`config.mk`:
```
export PLATFORM = sky130hd
export DESIGN_NAME = regfile_sequencer
export DESIGN_NICKNAME = d
export VERILOG_FILES = /design/src/rtl/regfile_sequencer.sv
export SDC_FILE = /design/constraint.sdc
export NUM_CORES = 1
export LEC_CHECK = 0
export BUFFER_PORTS_ARGS = -buffer_cell sky130_fd_sc_hd__buf_2
export CAP_MARGIN = 15
export CORE_MARGIN = 2
export CORE_UTILIZATION = 43
export DETAILED_ROUTE_END_ITERATION = 12
export GPL_TIMING_DRIVEN = 1
export HOLD_SLACK_MARGIN = 0.06
export MAX_ROUTING_LAYER = met4
export PLACE_DENSITY = 0.77
export SYNTH_ARGS = -nofsm -noshare
export SYNTH_HDL_FRONTEND = slang
export SYNTH_SLANG_ARGS = --single-unit
export TNS_END_PERCENT = 20
```
`constraint.sdc`:
```
create_clock -name clk -period 2.2 [get_ports clk]
set_input_delay 0.22 -clock clk [delete_from_list [all_inputs] [get_ports clk]]
set_output_delay 0.22 -clock clk [all_outputs]
set_load 0.01 [all_outputs]
```
`src/rtl/regfile_sequencer.sv`:
```
// Operand sequencer between instruction decode and execute: reads sources from the
// register file, tracks outstanding writes with a pending mask, bypasses writeback data.
module regfile_sequencer #(
   parameter int BITS_DATA = 32,
   parameter int BITS_ADDR = 3
) (
   input  logic                 clk,
   input  logic                 rst,
   input  logic                 instr_valid,
   output logic                 instr_ready,
   input  logic [BITS_ADDR-1:0] rs1,
   input  logic [BITS_ADDR-1:0] rs2,
   input  logic [BITS_ADDR-1:0] rd,
   input  logic                 rd_en,
   output logic [BITS_ADDR-1:0] rf_raddr1,
   output logic [BITS_ADDR-1:0] rf_raddr2,
   input  logic [BITS_DATA-1:0] rf_rdata1,
   input  logic [BITS_DATA-1:0] rf_rdata2,
   output logic                 rf_we,
   output logic [BITS_ADDR-1:0] rf_waddr,
   output logic [BITS_DATA-1:0] rf_wdata,
   input  logic                 wb_valid,
   input  logic [BITS_ADDR-1:0] wb_addr,
   input  logic [BITS_DATA-1:0] wb_data,
   output logic                 op_valid,
   input  logic                 op_ready,
   output logic [BITS_DATA-1:0] op_a,
   output logic [BITS_DATA-1:0] op_b,
   output logic [BITS_ADDR-1:0] op_rd,
   output logic                 op_rd_en
);

   // state   | meaning
   // S_IDLE  | waiting for an instruction, instr_ready high
   // S_CHECK | reading sources; stalls while any used register has a write outstanding
   // S_ISSUE | operands held on op_* until execute takes them
   typedef enum logic [1:0] {
      S_IDLE  = 2'd0,
      S_CHECK = 2'd1,
      S_ISSUE = 2'd2
   } state_t;

   localparam int NUM_REGS = 2 ** BITS_ADDR;

   state_t                state;
   state_t                state_nxt;
   logic [NUM_REGS-1:0]   pending;
   logic [NUM_REGS-1:0]   pending_nxt;
   logic [NUM_REGS-1:0]   pending_clr;
   logic [NUM_REGS-1:0]   wb_mask;
   logic [NUM_REGS-1:0]   set_mask;
   logic [BITS_ADDR-1:0]  rs1_q;
   logic [BITS_ADDR-1:0]  rs2_q;
   logic [BITS_ADDR-1:0]  rd_q;
   logic                  rd_en_q;
   logic                  stall;
   logic                  take;
   logic                  accept;
   logic [BITS_DATA-1:0]  src_a;
   logic [BITS_DATA-1:0]  src_b;

   assign rf_we    = wb_valid;
   assign rf_waddr = wb_addr;
   assign rf_wdata = wb_data;

   // Writeback clears before the stall test; a same-cycle issue to that register re-sets it.
   assign wb_mask     = wb_valid ? (NUM_REGS'(1) << wb_addr) : '0;
   assign pending_clr = pending & ~wb_mask;
   assign stall       = pending_clr[rs1_q] | pending_clr[rs2_q] | (rd_en_q & pending_clr[rd_q]);
   assign take        = (state == S_CHECK) && !stall;
   assign set_mask    = (take && rd_en_q) ? (NUM_REGS'(1) << rd_q) : '0;
   assign pending_nxt = pending_clr | set_mask;

   assign src_a = (wb_valid && (wb_addr == rs1_q)) ? wb_data : rf_rdata1;
   assign src_b = (wb_valid && (wb_addr == rs2_q)) ? wb_data : rf_rdata2;

   assign accept = (state == S_IDLE) && instr_valid;

   always_comb begin
      state_nxt   = state;
      instr_ready = 1'b0;
      op_valid    = 1'b0;
      rf_raddr1   = '0;
      rf_raddr2   = '0;
      case (state)
         S_IDLE: begin
            instr_ready = !rst;
            if (instr_valid) state_nxt = S_CHECK;
         end
         S_CHECK: begin
            rf_raddr1 = rs1_q;
            rf_raddr2 = rs2_q;
            if (!stall) state_nxt = S_ISSUE;
         end
         S_ISSUE: begin
            op_valid = 1'b1;
            if (op_ready) state_nxt = S_IDLE;
         end
         default: state_nxt = S_IDLE;
      endcase
   end

   always_ff @(posedge clk) begin
      if (rst) begin
         state    <= S_IDLE;
         pending  <= '0;
         rs1_q    <= '0;
         rs2_q    <= '0;
         rd_q     <= '0;
         rd_en_q  <= 1'b0;
         op_a     <= '0;
         op_b     <= '0;
         op_rd    <= '0;
         op_rd_en <= 1'b0;
      end else begin
         state   <= state_nxt;
         pending <= pending_nxt;
         if (accept) begin
            rs1_q   <= rs1;
            rs2_q   <= rs2;
            rd_q    <= rd;
            rd_en_q <= rd_en;
         end
         if (take) begin
            op_a     <= src_a;
            op_b     <= src_b;
            op_rd    <= rd_q;
            op_rd_en <= rd_en_q;
         end
      end
   end

endmodule

```
Word level (Yosys, flattened, before mapping)
Index checks and enable logic that the tools add are counted.
{ "word_totals": {"output_inout_bits": 112, "wordCells": 55, "reg_bits": 88, "inputBits": 114} }
{ "op_classes": {"bitwise_logic": 6, "eq_ne": 7, "reduce_logical": 9, "shift": 2, "order_cmp": 3, "n_mux": 18} }
{ "op_table": {"columns": ["operator", "count"], "rows": [
  ["32-bit two-way mux", 2],
  ["8-bit two-way mux", 2],
  ["1-bit by 3-bit << shifter with 8-bit output, first input constant", 2],
  ["3-bit by 4-bit < comparator with 1-bit output, second input constant", 3],
  ["1-bit binary-select mux with 3-bit select", 3],
  ["8-bit bitwise AND", 1],
  ["8-bit NOT", 1],
  ["8-bit OR", 1],
  ["3-bit equality test", 2],
  ["2-bit two-way mux", 3],
  ["3-bit two-way mux", 2],
  ["2-bit inequality test, second input constant", 3],
  ["2-bit case mux with 3 select lines", 1],
  ["1-bit logical AND", 5],
  ["1-bit two-way mux", 5],
  ["3-bit AND reduction", 1],
  ["2-bit by 1-bit equality test with 1-bit output, second input constant", 1],
  ["2-bit equality test, second input constant", 1],
  ["1-bit zero test", 2],
  ["2-bit zero test", 1],
  ["1-bit OR", 2],
  ["1-bit bitwise AND", 1]
]} }

Depth between registers and ports, before layout
Gate-level depths: netlist (run 1).
{ "logic_depth": {"depth_word": 13, "depth_mapped": 10, "ltp_nobuf": 6} }

Least setup slack after synthesis (run 1)
OpenSTA, ideal clock, no wires.
{ "synth_timing": {"kind": "flip-flop to flip-flop", "start": "register rd_q[1]", "end": "register op_b[10]", "arrival_ns": 1.931, "synth_period_minus_slack_ns": 2.078, "n_path_buf": 4, "stages_incl_launch_ff": 11, "required_time_ns": 2.054, "setup_ns": 0.146, "setup_slack_ns": 0.122, "path_cell_list": "dfxtp_1 buf_2 nand2_1 o32ai_2 o22ai_1 o41a_1 buf_4 buf_12 buf_8 a21oi_2 a211oi_2"} }
{ "synth_via": {"elab_chain_len": 6} }
{ "synth_rtl": {"columns": ["element", "line", "text"], "rows": [
  ["from (decl)", "54", "logic [BITS_ADDR-1:0] rd_q;"],
  ["from (signal assigned)", "121", "rd_q <= rd;"],
  ["1-bit binary-select mux with 3-bit select", "69", "assign stall = pending_clr[rs1_q] | pending_clr[rs2_q] | (rd_en_q & pending_clr[rd_q]);"],
  ["1-bit two-way mux (implied by the code)", "69", null],
  ["1-bit bitwise AND", "69", null],
  ["1-bit OR", "69", null],
  ["1-bit zero test", null, null],
  ["1-bit logical AND", "70", "assign take = (state == S_CHECK) && !stall;"],
  ["to (signal assigned)", "126", "op_b <= src_b;"],
  ["to (decl)", "28", "output logic [BITS_DATA-1:0] op_b,"]
]} }
No other way between the ends. The select of a mux whose other input is x is not followed.
A chain may end at the register's enable or synchronous reset.

Worst setup path after layout (run 1)
{ "layout_timing": {"start": "register rd_q[1]", "end": "register op_b[25]"} }
The elaborated chain is that of the path after synthesis.

==> results of run 1 <==
## power by group through the flow
stage | clock, mW | combinational [mW] | sequential (mW)
final | 1.53 | 1.40 | 1.87
after CTS | 1.56 | 1.41 | 1.87
after global placement | 0 | 1.36 | 1.90
after detailed placement | 0 | 1.40 | 1.91
after global routing | 1.64 | 1.53 | 1.89
after floorplan | 0 | 0.902 | 1.94
## timing repair
item | in CTS | in global routing
endpoints found under the setup margin | 64 | 65
gates resized for setup | 1 | 6
hold buffers | 0 | 0
endpoints found under the hold margin | 0 | 0
## per-layer routing
layer | GRT usage | vias up
li1 | - | 2218
met1 | 0.259 | 2207
met2 | 0.376 | 188
met3 | 0.0407 | 19
met4 | 0.0732 | 0
met5 | - | -
## kinds of logic (layout without fill, tap and decap cells)
group           Yosys count  after routing  synth area share
simple gates             89             89             0.106
compound gates          177            177             0.303
buf+inv                  89            267             0.114
xor+xnor                  6              6            0.0102
flops                    88             88             0.343
mux                      64             64             0.125
## synth_stat cells (9+ instances only)
library cell,n
a211oi_2,60
nand2_1,37
nand2b_1,10
mux2i_1,64
o32ai_1,11
buf_2,11
a21oi_2,10
buf_4,38
clkbuf_1,21
buf_6,9
dfxtp_1,88
a21oi_1,70
## cell type report
class                   instances  share of cell area
multi-input cells             336               0.435
flip-flops and latches         88               0.273
repair buffers                246               0.216
clock buffers                  10              0.0353
well taps                     143              0.0276
clock inverters                 6              0.0106
inverters                       5             0.00290
## tightest hold or removal path, cell delays in order
cell	delay (ns)
buf_2	0.09
nand2_1	0.05
a21oi_1	0.05
## stage by stage
stage / hold slack [ns] / cell area (µm²) / std cells
after floorplan: 0.356 / 5140 / 513
after global placement: 0.462 / 6150 / 818
after detailed placement: 0.470 / 6150 / 818
after CTS: 0.116 / 6450 / 834
after global routing: 0.122 / 6480 / 834
final: 0.123 / 6480 / 834
## sequential cells by signal, summed over array words and instances (netlist names)
signal / cells
op_a: 32
op_b: 32
op_rd: 3
op_rd_en: 1
pending: 8
rd_en_q: 1
rd_q: 3
rs1_q: 3
rs2_q: 3
state: 2
## final timing paths
path | startpoint | endpoint | slack [ns]
max reg2reg | rd_q[1] | op_b[25] | 0.1
min | rs1[1] | rs1_q[1] | 0.12
max | rd_q[1] | op_b[25] | 0.1
min reg2reg | op_rd[2] | op_rd[2] | 0.49
==> out/qor.csv, run 1 <==
metric,value,unit
die width,113,µm
final worst slack,0.0956,ns
Netlist Area Pre-Place,5140,µm²
depth of the most critical reg-to-reg path,6,
mean post-synth cell area,10.0,µm²
Critical Path AT,2.29,ns
Worst Path Buf+Inv,1,
critical setup path kind,flop to flop,
WP data required,2.39,ns
"top cells by area, synth","dfxtp_1, a211oi_2, mux2i_1, a21oi_1, buf_4",
Clock Sink Count,88,
critical-path cell with the highest stage delay,o41a_4,
M1 WL,5850,µm
Root Buffer,clkbuf_16,
Tot GR Track Use,0.219,
starting density of the core,0.446,
number of fill cells,1013,
Die ar.,12800,µm²
Tmin final,2.10,ns
"Remaining Overflow, GRT",0,
worst-case clock buffer depth,2,
routed wl met3,854,µm
maximum vdd drop,0.359,mV
hold crit path type,primary input to flop,
via count,4632,
chip height,113,µm
fin util,0.563,
pin count of the biggest net entering global routing,53,
sw frac,0.324,
Synth Register Bits,88,
Slew @ Worst Pin,0.595,ns
DR iter-0 viols,363,
vias in the first global route,4535,
Gate power share,0.292,
Post-CTS Setup Repair Bufs,0,
total CTS buffers,9,
1st-pass router iterations,5,
routed wire length on met2,7020,µm
Final TNS setup,0,ns
Max-Cap Viols,0,
CTS clock-pin slew for the worst setup and hold paths,0.06,ns
Final Max Tran Viols,0,
share of layout cells above drive strength 1,0.515,
final setup violation count,0,
multi-input logic area,2820,µm²
Yosys top cell area share,0.343,
synthesis-to-layout area growth,26.2,%
Crit path depth,6,
WHS Path Cells,3,
GP Congestion,0.800,
Reg power frac,0.390,
row count,39,
pre-CTS WS,-0.210,ns
clock power share,0.318,
register area share after synthesis,0.343,
Synth async-reset ratio,0,
synth unique cells,44,
internal cell power,3.25,mW
diode count,0,
leakage,3.08,nW
Power Density,741,nW/µm²
"commonest cells after routing, fill and taps aside","buf_2, dfxtp_1, a21oi_1",
Clock Skew,0.00919,ns
Post-Syn Nets,627,
top cell type by total area after synthesis,dfxtp_1,
drt wl/cell,16.7,µm
Post-route DRC,0,
"most common cell after layout, fill and taps aside",buf_2,
clock latency on the worst-skew pair,0.34,ns
count of buffers from port buffering,225,
antenna-violating nets left,0,
worst-path fanout max,33,
initial antenna violation count,0,
Crit path largest cell delay,0.51,ns
routed vias/inst,5.55,
drt total wl,14000,µm
max frequency,0.475,GHz
Slew headroom,0.603,
period utilization,0.957,
CTS H-tree lvls,3,
CP Cell Sequence,o32ai_1 -> o22ai_2 -> o41a_4 -> buf_12 -> a21oi_1 -> a211oi_2,
top sig layer,met4,
Seq. cell area,1770,µm²
num ports,226,
"EDFF count, synth",0,
first-pass GRT wire length,22300,µm
Post-layout nets,800,
outcome,"complete, no violations",
"delay-heaviest family, CP",compound AO/OA/AOI/OAI gates,
Switch Pwr,1.56,mW
CTS tree,yes,
Final Hold Fails,0,
area of the core,11500,µm²
Worst setup SP type,flop,
crit end category,flop,
Mapped Cells,513,
PnR Total Power,4.81,mW
Ys Warns,0,
DP HPWL,10400,µm
top_reg_cell synth,dfxtp_1,
(Power assumes the default switching activity.)
==> run 2: changes to the inputs <==
--- a/config.mk
+++ b/config.mk
@@ -5,7 +5,7 @@
 export SDC_FILE = /design/constraint.sdc
 export NUM_CORES = 1
 export LEC_CHECK = 0
-export BUFFER_PORTS_ARGS = -buffer_cell sky130_fd_sc_hd__buf_2
+export BUFFER_PORTS_ARGS = -buffer_cell sky130_fd_sc_hd__buf_4
 export CAP_MARGIN = 15
 export CORE_MARGIN = 2
 export CORE_UTILIZATION = 43
==> run 2 against run 1 <==
Effect of this change: fmax increased by 1.5%; sequential share of layout area decreased by 2.3 points; die area unchanged.
==> out/qor.csv, run 2 (synthesis gave the netlist of run 1 again) <==
metric,value,unit
1st-pass router iterations,4,
maximum vdd drop,0.386,mV
Post-CTS Setup Repair Bufs,0,
"Remaining Overflow, GRT",0,
leakage,3.24,nW
internal cell power,3.52,mW
Root Buffer,clkbuf_16,
period utilization,0.942,
PnR Total Power,5.10,mW
clock power share,0.321,
die width,113,µm
share of layout cells above drive strength 1,0.519,
Reg power frac,0.369,
Die ar.,12800,µm²
initial antenna violation count,0,
critical-path cell with the highest stage delay,o41a_2,
Post-route DRC,0,
Tmin final,2.07,ns
diode count,0,
max frequency,0.482,GHz
row count,39,
synthesis-to-layout area growth,37.7,%
sw frac,0.309,
area post-placement,6750,µm²
"most common cell after layout, fill and taps aside",buf_4,
Critical Path AT,2.27,ns
CTS H-tree lvls,3,
Final Max Tran Viols,0,
DP HPWL,10800,µm
Final Hold Fails,0,
Worst setup SP type,flop,
"delay-heaviest family, CP",compound AO/OA/AOI/OAI gates,
post-route insts no fill,840,
Gate power share,0.311,
worst-path fanout max,50,
drt wl/cell,17.3,µm
antenna-violating nets left,0,
clock latency on the worst-skew pair,0.33,ns
outcome,"complete, no violations",
critical setup path kind,flop to flop,
starting density of the core,0.446,
pin count of the biggest net entering global routing,51,
Tot GR Track Use,0.222,
WP data required,2.40,ns
GP Congestion,0.914,
Max-Cap Viols,0,
Clock Sink Count,88,
Largest regs,"op_a x32, op_b x32, pending x8",
DR iter-0 viols,236,
Switch Pwr,1.58,mW
worst-case clock buffer depth,2,
Clock Skew,0.00776,ns
Slew @ Worst Pin,0.470,ns
"commonest cells after routing, fill and taps aside","buf_4, dfxtp_1, a21oi_1",
drt total wl,14500,µm
area of the core,11500,µm²
chip height,113,µm
count of buffers from port buffering,225,
CTS tree,yes,
num ports,226,
Crit path largest cell delay,0.51,ns
via count,4604,
Worst Path Buf+Inv,1,
hold crit path type,primary input to flop,
crit end category,flop,
routed vias/inst,5.48,
total CTS buffers,9,
post-route cell area,7080,µm²
vias in the first global route,4562,
RSZ-0062 raised after global routing,false,
CTS clock-pin slew for the worst setup and hold paths,0.07,ns
Slew headroom,0.687,
Post-layout nets,806,
CP Cell Sequence,nand2_1 -> o32ai_2 -> o22ai_1 -> o41a_2 -> buf_12 -> a21oi_1 -> a211oi_2,
final setup violation count,0,
Power Density,720,nW/µm²
first-pass GRT wire length,22600,µm
Inst Count DP,824,
run 2: power by group through the flow:
stage / clock, mW / combinational, mW / sequential (mW)
after floorplan: 0 / 0.902 / 1.94
after global placement: 0 / 1.54 / 1.91
after detailed placement: 0 / 1.59 / 1.91
after CTS: 1.68 / 1.59 / 1.88
after global routing: 1.75 / 1.70 / 1.90
final: 1.63 / 1.58 / 1.88
run 2: tightest hold or removal path, stage by stage:
cell     delay, ns
buf_4         0.11
nand2_1       0.04
a21oi_1       0.05
run 2: final timing paths:
path	from	end	slack, ns	depth (start not counted)
max	rd_q[1]	op_a[31]	0.13	7
min	rs2[1]	rs2_q[1]	0.14	3
max reg2reg	rd_q[1]	op_a[31]	0.13	7
min reg2reg	op_rd[1]	op_rd[1]	0.50	2
run 2: through the flow:
stage               utilization  hold WS, ns  setup TNS [ns]  setup slack, ns
floorplan                     -        0.356               0            0.122
global placement          0.586        0.469          -0.290          -0.0140
detailed placement        0.586        0.486           -2.91          -0.0853
CTS                       0.614        0.129               0          0.00215
global route              0.614        0.140               0           0.0200
finish                    0.614        0.136               0            0.127
run 2: routing by layer:
metal | vias to the layer above | routed length (µm) | track usage
li1 | 2226 | - | -
met1 | 2205 | 6180 | 0.264
met2 | 154 | 7390 | 0.388
met3 | 19 | 706 | 0.0300
met4 | 0 | 235 | 0.0732
met5 | - | 0 | -
run 2: timing repair:
action | 4_1_cts | 5_1_grt
gates resized for setup | 0 | 3
hold buffers | 0 | 0
endpoints found under the setup margin | 0 | 68
run 2: cell type report:
cell class,count,area (µm²)
repair buffers,252,1990
well taps,143,179
fillers,960,4440
flip-flops and latches,88,1760
clock buffers,9,225
multi-input cells,336,2800
inverters,5,18.8
clock inverters,7,95.1
==> run 3: changes to the inputs <==
--- a/config.mk
+++ b/config.mk
@@ -8,12 +8,13 @@
 export BUFFER_PORTS_ARGS = -buffer_cell sky130_fd_sc_hd__buf_4
 export CAP_MARGIN = 15
 export CORE_MARGIN = 2
-export CORE_UTILIZATION = 43
+export CORE_UTILIZATION = 48
 export DETAILED_ROUTE_END_ITERATION = 12
 export GPL_TIMING_DRIVEN = 1
 export HOLD_SLACK_MARGIN = 0.06
 export MAX_ROUTING_LAYER = met4
-export PLACE_DENSITY = 0.77
+export PLACE_DENSITY = 0.81
+export SLEW_MARGIN = 20
 export SYNTH_ARGS = -nofsm -noshare
 export SYNTH_HDL_FRONTEND = slang
 export SYNTH_SLANG_ARGS = --single-unit
==> constraint.sdc (replaced) <==
create_clock -name clk -period 2.3 [get_ports clk]
set_input_delay 0.23 -clock clk [delete_from_list [all_inputs] [get_ports clk]]
set_output_delay 0.23 -clock clk [all_outputs]
set_load 0.01 [all_outputs]
==> run 3 against run 2 <==
Effect of this change: clock skew is 0.0071 ns higher; critical path depth is 1 lower; via count is 0.20% lower; critical path type unchanged; fmax is 2.8% lower; cell area is 3.9% lower; register-to-register slack better by 0.04 ns; wire length is 0.37% lower.
==> out/qor.csv, run 3 (synthesis gave the netlist of run 1 again) <==
metric,value,unit
period utilization,0.927,
clock latency on the worst-skew pair,0.35,ns
Final Max Tran Viols,0,
worst-path fanout max,45,
GRT met2 Usage,0.419,
antenna-violating nets left,0,
crit end category,flop,
Post-route DRC,0,
CTS clock-pin slew for the worst setup and hold paths,0.09,ns
"Remaining Overflow, GRT",0,
critical setup path kind,flop to flop,
chip height,107,µm
count of buffers from port buffering,225,
DP HPWL,10700,µm
Max-Cap Viols,0,
fin util,0.656,
GP Congestion,0.857,
Die ar.,11500,µm²
WP data required,2.53,ns
Post-CTS Setup Repair Bufs,0,
share of layout cells above drive strength 1,0.507,
Clock Sink Count,88,
area of the core,10400,µm²
drt wl/cell,17.6,µm
Slew headroom,0.569,
Root Buffer,clkbuf_8,
die width,107,µm
outcome,"complete, no violations",
final setup violation count,0,
via count,4595,
initial antenna violation count,0,
Final Hold Fails,0,
Power Density,640,nW/µm²
Clock Skew,0.0148,ns
synthesis-to-layout area growth,32.4,%
row count,37,
Worst setup SP type,flop,
pre-CTS WS,-0.0180,ns
CTS tree,yes,
num ports,226,
CTS resizes,0,
maximum vdd drop,0.395,mV
Tot GR Track Use,0.243,
Critical Path AT,2.36,ns
GRT busiest layer,met2,
RSZ-0062 raised after global routing,false,
pin count of the biggest net entering global routing,53,
"commonest cells after routing, fill and taps aside","buf_4, dfxtp_1, a21oi_1",
total CTS buffers,9,
leakage,3.10,nW
starting density of the core,0.496,
hold crit path type,primary input to flop,
diode count,0,
final worst slack,0.168,ns
routed vias/inst,5.60,
worst-case clock buffer depth,2,
DR iter-0 viols,169,
"most common cell after layout, fill and taps aside",buf_4,
met1 Use GR,0.294,
Slew @ Worst Pin,0.646,ns
M3 GR Usage,0.0315,
1st-pass router iterations,4,
Post-layout nets,794,
CTS H-tree lvls,3,
max frequency,0.469,GHz
hold_buf cts,0,
vias in the first global route,4241,
PnR Total Power,4.36,mW
drt total wl,14500,µm
Tmin final,2.13,ns
Largest regs,"op_a x32, op_b x32, pending x8",
number of fill cells,860,
first-pass GRT wire length,21700,µm
## run 3: routing by layer
layer	vias to the layer above	routed length, µm
li1	2199	-
met5	-	0
met1	2206	5940
met4	0	289
met2	169	7470
met3	21	752
## run 3: where the power goes
part,internal (mW),total [mW],switching [mW]
combinational,0.684,1.45,0.765
clock,0.541,1.11,0.572
sequential,1.68,1.79,0.116
total,2.90,4.36,1.45
## run 3: final cells by class
cell class	instances	area [µm²]	area share
Sequential cell	88	1760	0.259
Clock inverter	5	63.8	0.00938
Inverter	5	18.8	0.00276
Timing Repair Buffer	240	1850	0.272
Tap cell	136	170	0.0250
Multi-Input combinational cell	336	2790	0.411
Clock buffer	11	141	0.0208
## run 3: final timing paths
path | from | cells after the start | endpoint | slack (ns)
worst max register to register | rd_q[1] | 6 | op_b[31] | 0.17
worst min-delay path | rs2[2] | 3 | rs2_q[2] | 0.12
worst max-delay path | rd_q[1] | 6 | op_b[31] | 0.17
worst min register to register | op_rd[0] | 2 | op_rd[0] | 0.49
## run 3: stage by stage
stage / area (µm²) / std cells / TNS (ns) / hold WS [ns]
final: 6800 / 821 / 0 / 0.120
after global routing: 6800 / 821 / 0 / 0.110
after CTS: 6800 / 821 / 0 / 0.108
after detailed placement: 6600 / 805 / -0.116 / 0.472
after global placement: 6600 / 805 / 0 / 0.466
after floorplan: 5140 / 513 / 0 / 0.366
## run 3: worst max-delay path, stage by stage, from the launching register on
cell and delay, ns:
dfxtp_2 0.40, o32ai_1 0.30, o22ai_1 0.17, o41a_2 0.55, buf_12 0.21, a21oi_1 0.27, a211oi_2 0.07
